<file path="src/rtl/scan_display.sv">
// Multiplexed seven-segment scanner with a shadow register committed only at frame
// boundaries. Optional blinking is built in when SCAN_DISPLAY_BLINK_EN is defined.
module scan_display #(
    parameter int NUM_DIGITS   = 4,
    parameter int REFRESH_DIV  = 16000,
    parameter int BLINK_FRAMES = 64
) (
    input  logic                    clk,
    input  logic                    rst_n,
    input  logic [4*NUM_DIGITS-1:0] digits_in,
    input  logic                    load,
    input  logic [NUM_DIGITS-1:0]   digit_en,
    input  logic [NUM_DIGITS-1:0]   blink_mask,
    output logic [6:0]              seg,
    output logic [NUM_DIGITS-1:0]   an,
    output logic                    frame_done,
    output logic                    pending
);

    localparam int CW = $clog2(REFRESH_DIV);
    localparam int IW = (NUM_DIGITS > 1) ? $clog2(NUM_DIGITS) : 1;
    localparam logic [CW-1:0] CNT_LAST = CW'(REFRESH_DIV - 1);
    localparam logic [IW-1:0] IDX_LAST = IW'(NUM_DIGITS - 1);

    logic [CW-1:0]           cnt_q, cnt_d;
    logic [IW-1:0]           idx_q, idx_d;
    logic [4*NUM_DIGITS-1:0] active_q, active_d;
    logic [4*NUM_DIGITS-1:0] shadow_q, shadow_d;
    logic                    pending_q, pending_d;
    logic                    frame_done_q;
    logic [6:0]              seg_q, seg_d;
    logic [NUM_DIGITS-1:0]   an_q, an_d;
    logic                    term_cnt, boundary, phase;
    logic [3:0]              nibble;
    logic [NUM_DIGITS-1:0]   an_sel;
    logic                    visible;

    function automatic logic [6:0] hex_glyph(input logic [3:0] v);
        case (v)
            4'h0: hex_glyph = ~7'h3F;
            4'h1: hex_glyph = ~7'h06;
            4'h2: hex_glyph = ~7'h5B;
            4'h3: hex_glyph = ~7'h4F;
            4'h4: hex_glyph = ~7'h66;
            4'h5: hex_glyph = ~7'h6D;
            4'h6: hex_glyph = ~7'h7D;
            4'h7: hex_glyph = ~7'h07;
            4'h8: hex_glyph = ~7'h7F;
            4'h9: hex_glyph = ~7'h6F;
            4'hA: hex_glyph = ~7'h77;
            4'hB: hex_glyph = ~7'h7C;
            4'hC: hex_glyph = ~7'h39;
            4'hD: hex_glyph = ~7'h5E;
            4'hE: hex_glyph = ~7'h79;
            4'hF: hex_glyph = ~7'h71;
        endcase
    endfunction

    // load is a fire-and-forget strobe with no back-pressure: it is always accepted,
    // and pending reports that the shadow still waits for the next frame boundary.
    always_comb begin
        term_cnt  = (cnt_q == CNT_LAST);
        boundary  = term_cnt && (idx_q == IDX_LAST);
        cnt_d     = term_cnt ? '0 : cnt_q + 1'b1;
        idx_d     = idx_q;
        active_d  = active_q;
        shadow_d  = shadow_q;
        pending_d = pending_q;
        if (term_cnt) begin
            idx_d = (idx_q == IDX_LAST) ? '0 : idx_q + 1'b1;
        end
        if (boundary && pending_q) begin
            active_d  = shadow_q;
            pending_d = 1'b0;
        end
        // A load on the boundary still lands in the shadow after the old one commits.
        if (load) begin
            shadow_d  = digits_in;
            pending_d = 1'b1;
        end
    end

    always_comb begin
        nibble = 4'h0;
        an_sel = '1;
        for (int k = 0; k < NUM_DIGITS; k++) begin
            if (idx_q == IW'(k)) begin
                nibble    = active_q[4*k +: 4];
                an_sel[k] = 1'b0;
            end
        end
        visible = |(~an_sel & digit_en & ~(blink_mask & {NUM_DIGITS{phase}}));
        seg_d   = visible ? hex_glyph(nibble) : 7'h7F;
        an_d    = visible ? an_sel : '1;
    end

    always_ff @(posedge clk or negedge rst_n) begin
        if (!rst_n) begin
            cnt_q        <= '0;
            idx_q        <= '0;
            active_q     <= '0;
            shadow_q     <= '0;
            pending_q    <= 1'b0;
            frame_done_q <= 1'b0;
            seg_q        <= 7'h7F;
            an_q         <= '1;
        end else begin
            cnt_q        <= cnt_d;
            idx_q        <= idx_d;
            active_q     <= active_d;
            shadow_q     <= shadow_d;
            pending_q    <= pending_d;
            frame_done_q <= boundary;
            seg_q        <= seg_d;
            an_q         <= an_d;
        end
    end

`ifdef SCAN_DISPLAY_BLINK_EN
    localparam int FW = (BLINK_FRAMES > 1) ? $clog2(BLINK_FRAMES) : 1;
    localparam logic [FW-1:0] FRAME_LAST = FW'(BLINK_FRAMES - 1);

    logic [FW-1:0] fcnt_q, fcnt_d;
    logic          phase_q, phase_d;

    always_comb begin
        fcnt_d  = fcnt_q;
        phase_d = phase_q;
        if (boundary) begin
            if (fcnt_q == FRAME_LAST) begin
                fcnt_d  = '0;
                phase_d = ~phase_q;
            end else begin
                fcnt_d = fcnt_q + 1'b1;
            end
        end
    end

    always_ff @(posedge clk or negedge rst_n) begin
        if (!rst_n) begin
            fcnt_q  <= '0;
            phase_q <= 1'b0;
        end else begin
            fcnt_q  <= fcnt_d;
            phase_q <= phase_d;
        end
    end

    assign phase = phase_q;
`else
    assign phase = 1'b0;
`endif

    assign seg        = seg_q;
    assign an         = an_q;
    assign frame_done = frame_done_q;
    assign pending    = pending_q;

endmodule

</file>
<file path="config.mk">
export PLATFORM = sky130hd
export DESIGN_NAME = scan_display
export DESIGN_NICKNAME = d
export VERILOG_FILES = /design/src/rtl/scan_display.sv
export SDC_FILE = /design/constraint.sdc
export NUM_CORES = 1
export LEC_CHECK = 0
export ABC_AREA = 1
export ABC_CLOCK_PERIOD_IN_PS = 1700
export BUFFER_PORTS_ARGS = -buffer_cell sky130_fd_sc_hd__buf_2
export CAP_MARGIN = 0
export CORE_MARGIN = 2
export CORE_UTILIZATION = 45
export CTS_CLUSTER_DIAMETER = 150
export DETAILED_ROUTE_END_ITERATION = 8
export PLACE_DENSITY = 0.69
export SKIP_CTS_REPAIR_TIMING = 1
export SLEW_MARGIN = 10
export SYNTH_ARGS = -nofsm -noshare
export SYNTH_HDL_FRONTEND = slang
export SYNTH_SLANG_ARGS = --single-unit
</file>
<file path="constraint.sdc">
create_clock -name clk -period 1.7 [get_ports clk]
set_input_delay 0.17 -clock clk [delete_from_list [all_inputs] [get_ports clk]]
set_output_delay 0.17 -clock clk [all_outputs]
set_load 0.02 [all_outputs]
</file>
==> impl_metrics.env, run 1 <==
export IMPL_die_w_um=85.2
export IMPL_yosys_area_top_type="dfrtp_1"
export IMPL_start_util_pct=46.8
export IMPL_setup_viol=1
export IMPL_drt_vias_per_instance=4.77
export IMPL_relSlewSlack_pct=66.4
export IMPL_fin_nets=446
export IMPL_routedWlPerCell_um=11.5
export IMPL_ir_worst_vdd_uv=688
export IMPL_skew_ps=7.48
export IMPL_critical_path_max_fanout=5
export IMPL_cts_root_buffer="clkbuf_8"
export IMPL_cts_num_sinks=61
export IMPL_cp_start_kind="flip-flop"
export IMPL_power_density_nw_per_um2=837
export IMPL_grt_max_degree=34
export IMPL_rsz0062_at_grt="yes"
export IMPL_drive_above_1_share_pct=38.3
export IMPL_postSynthCellCount=343
export IMPL_fill_cells=535
export IMPL_drtIter0Drc=71
export IMPL_clockBufferDepth=2
export IMPL_grtUsageTotal_pct=17.2
export IMPL_die_h_um=85.2
export IMPL_numCtsBuffers=9
export IMPL_syn_to_final_growth_pct=30.8
export IMPL_period_needed_ps=1710
export IMPL_hold_class="in -> reg"
export IMPL_final_cell_mix="nand2_1, dfrtp_1, inv_1"
export IMPL_yosys_warnings=0
export IMPL_dp_hpwl_um=3790
export IMPL_clk_pin_slew_ps=80
export IMPL_grt_overflow=0
export IMPL_antenna_found_initial=0
export IMPL_pre_cts_ws_ps=-139
export IMPL_synth_cell_types=29
export IMPL_violations="setup timing"
export IMPL_gp_congestion=0.820
export IMPL_tightestPinTransition_ps=504
export IMPL_synth_top_area_share_pct=42.1
export IMPL_drt_total_wl_um=5650
export IMPL_core_area_um2=6350
export IMPL_fin_util_pct=61.2
export IMPL_drv_cap=0
export IMPL_ios=40
export IMPL_critPathRequiredTime_ps=1970
export IMPL_drv_slew=0
export IMPL_worst_setup_path_type="reg -> reg"
export IMPL_postSynthNetCount=381
export IMPL_drc=0
export IMPL_p_leak_uw=0.00192
export IMPL_grt_pass1_vias=2313
export IMPL_synth_seq_area_share_pct=51.9
export IMPL_yosys_register_bits=61
export IMPL_min_period_over_period_pct=101
export IMPL_endpoint_kind="flip-flop"
export IMPL_synth_area_um2=2970
export IMPL_insertedDiodeCount=0
export IMPL_synth_area_per_cell_um2=8.66
export IMPL_arrival_ps=1980
export IMPL_final_antenna_net_count=0
export IMPL_h_tree_depth=3
export IMPL_hold_viol_final=0
export IMPL_clock_fmax_mhz=585
export IMPL_yosys_top_cells_area="dfrtp_1, nand2_1, dfstp_2"
export IMPL_vias=2339
export IMPL_layout_commonest_cell="nand2_1"
export IMPL_drtPass1Iterations=4
export IMPL_clk_insertion_delay_late_ps=350
export IMPL_die_area_um2=7260
export IMPL_cts_tree="yes"
export IMPL_grt_pass1_wl_um=9940
export IMPL_port_buffers=35
export IMPL_setup_ws_ps=-8.56
export IMPL_status="complete, but fails checks"
export IMPL_rows=29
[worst paths after layout]
| path | startpoint | to | slack [ps] | cells after the start |
|---|---|---|---|---|
| max in group asynchronous | rst_n | seg[3]$_DFF_PN1_ | 780 | 3 |
| min in group asynchronous | rst_n | pending$_DFFE_PN0P_ | 330 | 2 |
| worst min-delay path | digits_in[10] | shadow_q[10]$_DFFE_PN0P_ | 30 | 3 |
| worst max-delay path | idx_q[1]$_DFFE_PN0N_ | seg[3]$_DFF_PN1_ | -9 | 12 |
| worst min register to register | cnt_q[0]$_DFF_PN0_ | cnt_q[0]$_DFF_PN0_ | 460 | 1 |
| worst max register to register | idx_q[1]$_DFFE_PN0N_ | seg[3]$_DFF_PN1_ | -9 | 12 |
[synthesized netlist by cell type]
| cell | instances |
|---|---|
| a21oi_1 | 8 |
| a22o_1 | 2 |
| and3_1 | 1 |
| buf_2 | 1 |
| buf_4 | 1 |
| buf_6 | 3 |
| clkbuf_1 | 3 |
| clkinv_1 | 1 |
| dfrtp_1 | 50 |
| dfstp_2 | 11 |
| ha_1 | 11 |
| inv_1 | 44 |
| inv_2 | 4 |
| nand2_1 | 93 |
| nand2_2 | 3 |
| nand2_4 | 2 |
| nand3_1 | 27 |
| nand3_2 | 1 |
| nand3_4 | 1 |
| nand4_1 | 1 |
| nor2_1 | 27 |
| nor2_4 | 2 |
| nor3_1 | 1 |
| o21ai_0 | 23 |
| o21ai_2 | 16 |
| o21bai_1 | 2 |
| or2_0 | 1 |
| or2_2 | 2 |
| xor2_1 | 1 |
[cell families after synthesis]
| logic type | synth area share [%] |
|---|---|
| AO/OA/AOI/OAI | 11.0 |
| XOR/XNOR | 0.295 |
| adder cells (fa/ha/maj) | 4.64 |
| buffers and inverters | 8.13 |
| flip-flops | 51.9 |
| AND/OR/NAND/NOR | 24.0 |
[final cells by class]
class,instances,area [µm²],share of cell area (%)
clock inverter,7,124,3.19
sequential,61,1540,39.7
inverter,49,194,4.99
multi-input combinational,225,1390,35.7
tap,77,96.3,2.48
timing repair buffer,62,417,10.7
clock buffer,9,124,3.19
[per-stage QoR]
stage	area, µm²	power, µW	setup TNS (ps)	std cells	hold WS [ps]
after floorplan	2980	1610	0	343	-126
after global placement	3370	1690	-492	467	168
after detailed placement	3370	1690	-753	467	181
after CTS	3620	3300	-959	483	-201
after global routing	3880	3380	-665	490	26.0
final	3880	3250	-8.56	490	25.6
[routing by layer]
metal | global-route usage [%] | routed length (µm)
met3 | 4.09 | 208
met5 | 0 | 0
met2 | 26.3 | 2650
met1 | 22.5 | 2690
met4 | 9.81 | 101
[power breakdown]
group          leakage, µW  switching [µW]  internal (µW)  total [µW]
logic              0.00104             100           52.5         153
registers         0.000764            9.43           1500        1510
clock network     0.000120             609            980        1590
total              0.00192             718           2530        3250
[registers in the layout, summed over array words and instances (netlist names)]
signal      cells
pending         1
seg             7
active_q       16
frame_done      1
shadow_q       16
idx_q           2
cnt_q          14
an              4
[critical path, stage by stage (launching register included)]
cell     delay, ps
dfrtp_1        420
buf_4          160
ha_4           180
inv_2           80
nand3_2         90
nand2_2        100
nand2_4         90
buf_6          140
ha_4           150
nand2_2         60
nand2_2         40
nand2_1         60
nand3_1         70
Power figures use the tool's default switching activity.
==> run 2, diff against run 1 <==
MAX_ROUTING_LAYER = met4   (was not set)
RECOVER_POWER = 50   (was not set)
TNS_END_PERCENT = 5   (was not set)
==> impl_metrics.env, run 2 (same netlist as run 1, synthesis figures left out) <==
export IMPL_arrival_ps=2040
export IMPL_grt_max_degree=35
export IMPL_drt_vias_per_instance=4.72
export IMPL_stdcell_count=487
export IMPL_endpoint_kind="flip-flop"
export IMPL_dpl_instance_area_um2=3370
export IMPL_hold_viol_final=0
export IMPL_setup_ws_ps=-52.7
export IMPL_cts_num_sinks=61
export IMPL_routedWlPerCell_um=11.4
export IMPL_finalInstanceArea_um2=3790
export IMPL_grt_pass1_vias=2172
export IMPL_die_h_um=85.2
export IMPL_ios=40
export IMPL_grtUsageTotal_pct=16.9
export IMPL_vias=2300
export IMPL_worst_setup_path_type="reg -> reg"
export IMPL_holdWs_ps=27.2
export IMPL_syn_to_final_growth_pct=27.6
export IMPL_ir_worst_vdd_uv=596
export IMPL_p_leak_uw=0.00188
export IMPL_grt_pass1_wl_um=9410
export IMPL_start_util_pct=46.8
export IMPL_fill_cells=560
export IMPL_fin_nets=443
export IMPL_top_regs="active_q: 16 flops, shadow_q: 16 flops, cnt_q: 14 flops"
export IMPL_dp_cells=467
export IMPL_numCtsBuffers=9
export IMPL_period_needed_ps=1750
export IMPL_critical_path_slowest_cell="dfrtp_1"
export IMPL_drc=0
export IMPL_tightestPinTransition_ps=1080
export IMPL_antenna_found_initial=0
export IMPL_power_density_nw_per_um2=808
export IMPL_hold_path_startpoint="digits_in[5]"
export IMPL_crit_buf_inv=2
export IMPL_relSlewSlack_pct=28.3
export IMPL_drv_cap=0
export IMPL_drtPass1Iterations=4
export IMPL_drive_above_1_share_pct=36.8
export IMPL_min_period_over_period_pct=103
export IMPL_setup_viol=6
export IMPL_drt_total_wl_um=5580
export IMPL_drtIter0Drc=117
export IMPL_drv_slew=0
export IMPL_die_w_um=85.2
export IMPL_critPathLaunch="idx_q[1]$_DFFE_PN0N_"
export IMPL_final_antenna_net_count=0
export IMPL_h_tree_depth=3
export IMPL_critPathRequiredTime_ps=1990
export IMPL_clk_insertion_delay_late_ps=350
export IMPL_hold_class="in -> reg"
export IMPL_cts_tree="yes"
export IMPL_final_cell_mix="nand2_1, dfrtp_1, inv_1"
export IMPL_port_buffers=35
export IMPL_dp_hpwl_um=3910
export IMPL_gp_congestion=0.824
export IMPL_critical_path_max_fanout=6
export IMPL_rr_startpoint="idx_q[1]$_DFFE_PN0N_"
export IMPL_insertedDiodeCount=0
export IMPL_cts_root_buffer="clkbuf_8"
export IMPL_die_area_um2=7260
export IMPL_rsz0062_at_grt="yes"
export IMPL_crit_family="simple AND/OR/NAND/NOR gates"
export IMPL_clock_fmax_mhz=571
export IMPL_max_stage_delay_ps=410
export IMPL_cp_start_kind="flip-flop"
export IMPL_clk_pin_slew_ps=80
export IMPL_grt_overflow=0
export IMPL_crit_chain="inv_2, ha_4, buf_6, nand2_4, nand3_2, nand2_2, nand2_4, ha_4, nand3_4, nor2_2, nor2_1, nand2_1"
export IMPL_violations="setup timing"
export IMPL_rows=29
export IMPL_layout_commonest_cell="nand2_1"
export IMPL_clockBufferDepth=2
export IMPL_status="complete, but fails checks"
export IMPL_core_area_um2=6350
export IMPL_skew_ps=8.78
run 2: path summary, 6_finish.rpt:
check                                           end  slack (ps)  depth (start not counted)
max in group asynchronous  shadow_q[11]$_DFFE_PN0P_         320                          3
min                         shadow_q[5]$_DFFE_PN0P_          30                          3
min in group asynchronous       cnt_q[13]$_DFF_PN0_         540                          2
max reg2reg                        seg[1]$_DFF_PN1_         -50                         12
min reg2reg                      cnt_q[0]$_DFF_PN0_         460                          1
max                                seg[1]$_DFF_PN1_         -50                         12
run 2: routing by layer:
layer | vias up | wire length [µm] | global-route usage [%]
li1 | 1201 | - | -
met1 | 1043 | 2680 | 21.5
met2 | 43 | 2530 | 25.0
met3 | 13 | 230 | 4.09
met4 | 0 | 133 | 9.09
met5 | - | 0 | -
run 2: worst reg2reg max path, cell delays in order (launching register included):
cell     delay, ps
dfrtp_1        410
inv_2           90
ha_4           190
buf_6          130
nand2_4         60
nand3_2         80
nand2_2         90
nand2_4        100
ha_4           290
nand3_4         70
nor2_2         110
nor2_1          40
nand2_1         50
run 2: cell type report:
cell class	count	area (µm²)	area share, %
clock buffers	9	124	3.27
clock inverters	7	90.1	2.38
inverters	49	191	5.05
multi-input cells	225	1370	36.1
flip-flops and latches	61	1540	40.7
well taps	77	96.3	2.54
repair buffers	59	380	10.0
run 2: where the power goes:
| part | leakage [µW] | switching [µW] | internal, µW |
|---|---|---|---|
| clock network | 0.000105 | 585 | 816 |
| logic | 0.00101 | 99.9 | 49.8 |
| registers | 0.000764 | 10.2 | 1500 |
| total | 0.00188 | 695 | 2370 |
run 2: metrics by stage:
stage                     util [%]  setup WS [ps]  TNS (ps)  total power [µW]
after global placement        53.1          -98.8      -522              1690
after CTS                     56.5           -197     -1070              3100
final                         59.7          -52.7      -204              3060
after global routing          59.7           -174      -866              3170
after floorplan                  -           13.7         0              1610
after detailed placement      53.1           -174      -931              1690
==> run 3, diff against run 2 <==
CELL_PAD_IN_SITES_DETAIL_PLACEMENT = 1   (was not set)
CELL_PAD_IN_SITES_GLOBAL_PLACEMENT = 2   (was not set)
CORE_UTILIZATION = 31   (was 45)
PLACE_DENSITY = 0.77   (was 0.69)
==> impl_metrics.env, run 3 (same netlist as run 1, synthesis figures left out) <==
export IMPL_status="complete, but fails checks"
export IMPL_violations="setup timing"
export IMPL_drtIter0Drc=69
export IMPL_holdWs_ps=31.6
export IMPL_fin_nets=448
export IMPL_gp_congestion=0.809
export IMPL_clockBufferDepth=2
export IMPL_cp_start_kind="flip-flop"
export IMPL_drv_slew=0
export IMPL_grt_overflow=0
export IMPL_drt_total_wl_um=6650
export IMPL_final_cell_mix="nand2_1, dfrtp_1, inv_1"
export IMPL_grtUsageTotal_pct=14.6
export IMPL_grt_pass1_wl_um=11300
export IMPL_routedWlPerCell_um=12.2
export IMPL_power_density_nw_per_um2=798
export IMPL_critical_path_max_fanout=5
export IMPL_hold_viol_final=0
export IMPL_p_leak_uw=0.00190
export IMPL_final_antenna_net_count=0
export IMPL_skew_ps=11.3
export IMPL_port_buffers=35
export IMPL_ir_worst_vdd_uv=496
export IMPL_dp_hpwl_um=4830
export IMPL_insertedDiodeCount=0
export IMPL_hold_class="in -> reg"
export IMPL_grt_pass1_vias=2415
export IMPL_drtPass1Iterations=4
export IMPL_cts_tree="yes"
export IMPL_dpl_instance_area_um2=3480
export IMPL_finalInstanceArea_um2=3860
export IMPL_worst_setup_path_type="reg -> reg"
export IMPL_rows=35
export IMPL_clock_fmax_mhz=571
export IMPL_cts_root_buffer="clkbuf_8"
export IMPL_vias=2350
export IMPL_numCtsBuffers=9
export IMPL_drive_above_1_share_pct=36.1
export IMPL_relSlewSlack_pct=15.6
export IMPL_die_h_um=102
export IMPL_drc=0
export IMPL_core_area_um2=9280
export IMPL_setup_ws_ps=-52.4
export IMPL_reg2regPathDepth=11
export IMPL_finalSetupTns_ps=-219
export IMPL_clk_pin_slew_ps=80
export IMPL_min_period_over_period_pct=103
export IMPL_drv_cap=0
export IMPL_endpoint_kind="flip-flop"
export IMPL_drt_vias_per_instance=4.32
export IMPL_h_tree_depth=3
export IMPL_antenna_found_initial=0
export IMPL_setup_viol=6
export IMPL_start_util_pct=32.0
export IMPL_die_area_um2=10400
export IMPL_whs_path_depth=3
export IMPL_rsz0062_at_grt="yes"
export IMPL_syn_to_final_growth_pct=30.1
export IMPL_period_needed_ps=1750
export IMPL_cts_num_sinks=61
export IMPL_arrival_ps=2020
export IMPL_top_regs="active_q: 16 flops, shadow_q: 16 flops, cnt_q: 14 flops"
export IMPL_layout_commonest_cell="nand2_1"
export IMPL_grt_max_degree=34
export IMPL_clk_insertion_delay_late_ps=350
export IMPL_die_w_um=102
export IMPL_critPathRequiredTime_ps=1970
export IMPL_tightestPinTransition_ps=1270
export IMPL_ios=40
-- run 3: changes by cell type in the layout (fill, tap and decap cells not counted), moves of 2 or more --
cell	previous run	this run
nand2_1	82	85
buf_6	3	1
buf_4	19	25
nand2_2	10	8
-- run 3: power breakdown --
group | total (µW) | internal [µW] | switching [µW] | leakage (µW)
combinational | 154 | 51.3 | 102 | 0.00103
clock | 1420 | 817 | 602 | 0.000105
sequential | 1510 | 1500 | 10.1 | 0.000764
total | 3080 | 2370 | 714 | 0.00190
-- run 3: per-layer routing --
| metal | track usage [%] | up-vias | wire length, µm |
|---|---|---|---|
| met1 | 18.2 | 1098 | 3190 |
| met2 | 22.3 | 35 | 3100 |
| met3 | 3.56 | 10 | 240 |
| met5 | - | - | 0 |
| met4 | 7.08 | 0 | 120 |
| li1 | - | 1207 | - |
-- run 3: final timing paths --
| check | from | to | slack, ps |
|---|---|---|---|
| setup / recovery | idx_q[1]$_DFFE_PN0N_ | seg[3]$_DFF_PN1_ | -50 |
| hold / removal | digits_in[13] | shadow_q[13]$_DFFE_PN0P_ | 30 |
| setup reg to reg | idx_q[1]$_DFFE_PN0N_ | seg[3]$_DFF_PN1_ | -50 |
| hold reg to reg | cnt_q[0]$_DFF_PN0_ | cnt_q[0]$_DFF_PN0_ | 480 |
| max in group asynchronous | rst_n | active_q[0]$_DFFE_PN0P_ | 170 |
| min in group asynchronous | rst_n | idx_q[1]$_DFFE_PN0N_ | 620 |
-- run 3: final cells by class --
cell class	instances	area, µm²
multi-input combinational	225	1350
sequential	61	1540
clock buffer	9	124
timing repair buffer	64	410
tap	129	161
inverter	49	189
clock inverter	7	90.1
fill	1133	5420
-- run 3: per-stage QoR --
step	total power [µW]	worst slack (ps)	std cells	util, %
3_5_place_dp	1700	-237	525	37.5
6_report	3080	-52.4	544	41.6
2_1_floorplan	1610	13.7	343	-
5_1_grt	3230	-165	544	41.6
4_1_cts	3140	-276	541	39.8
3_3_place_gp	1690	-116	525	37.5
-- run 3: worst max-delay path: stages, from the launching register on --
cell and delay (ps):
dfrtp_1 390, buf_4 140, ha_4 150, inv_2 50
or2_2 290, nand2_4 140, inv_2 80, ha_4 170
nand3_2 90, nand2_1 60, nand2_1 50, nand3_1 60
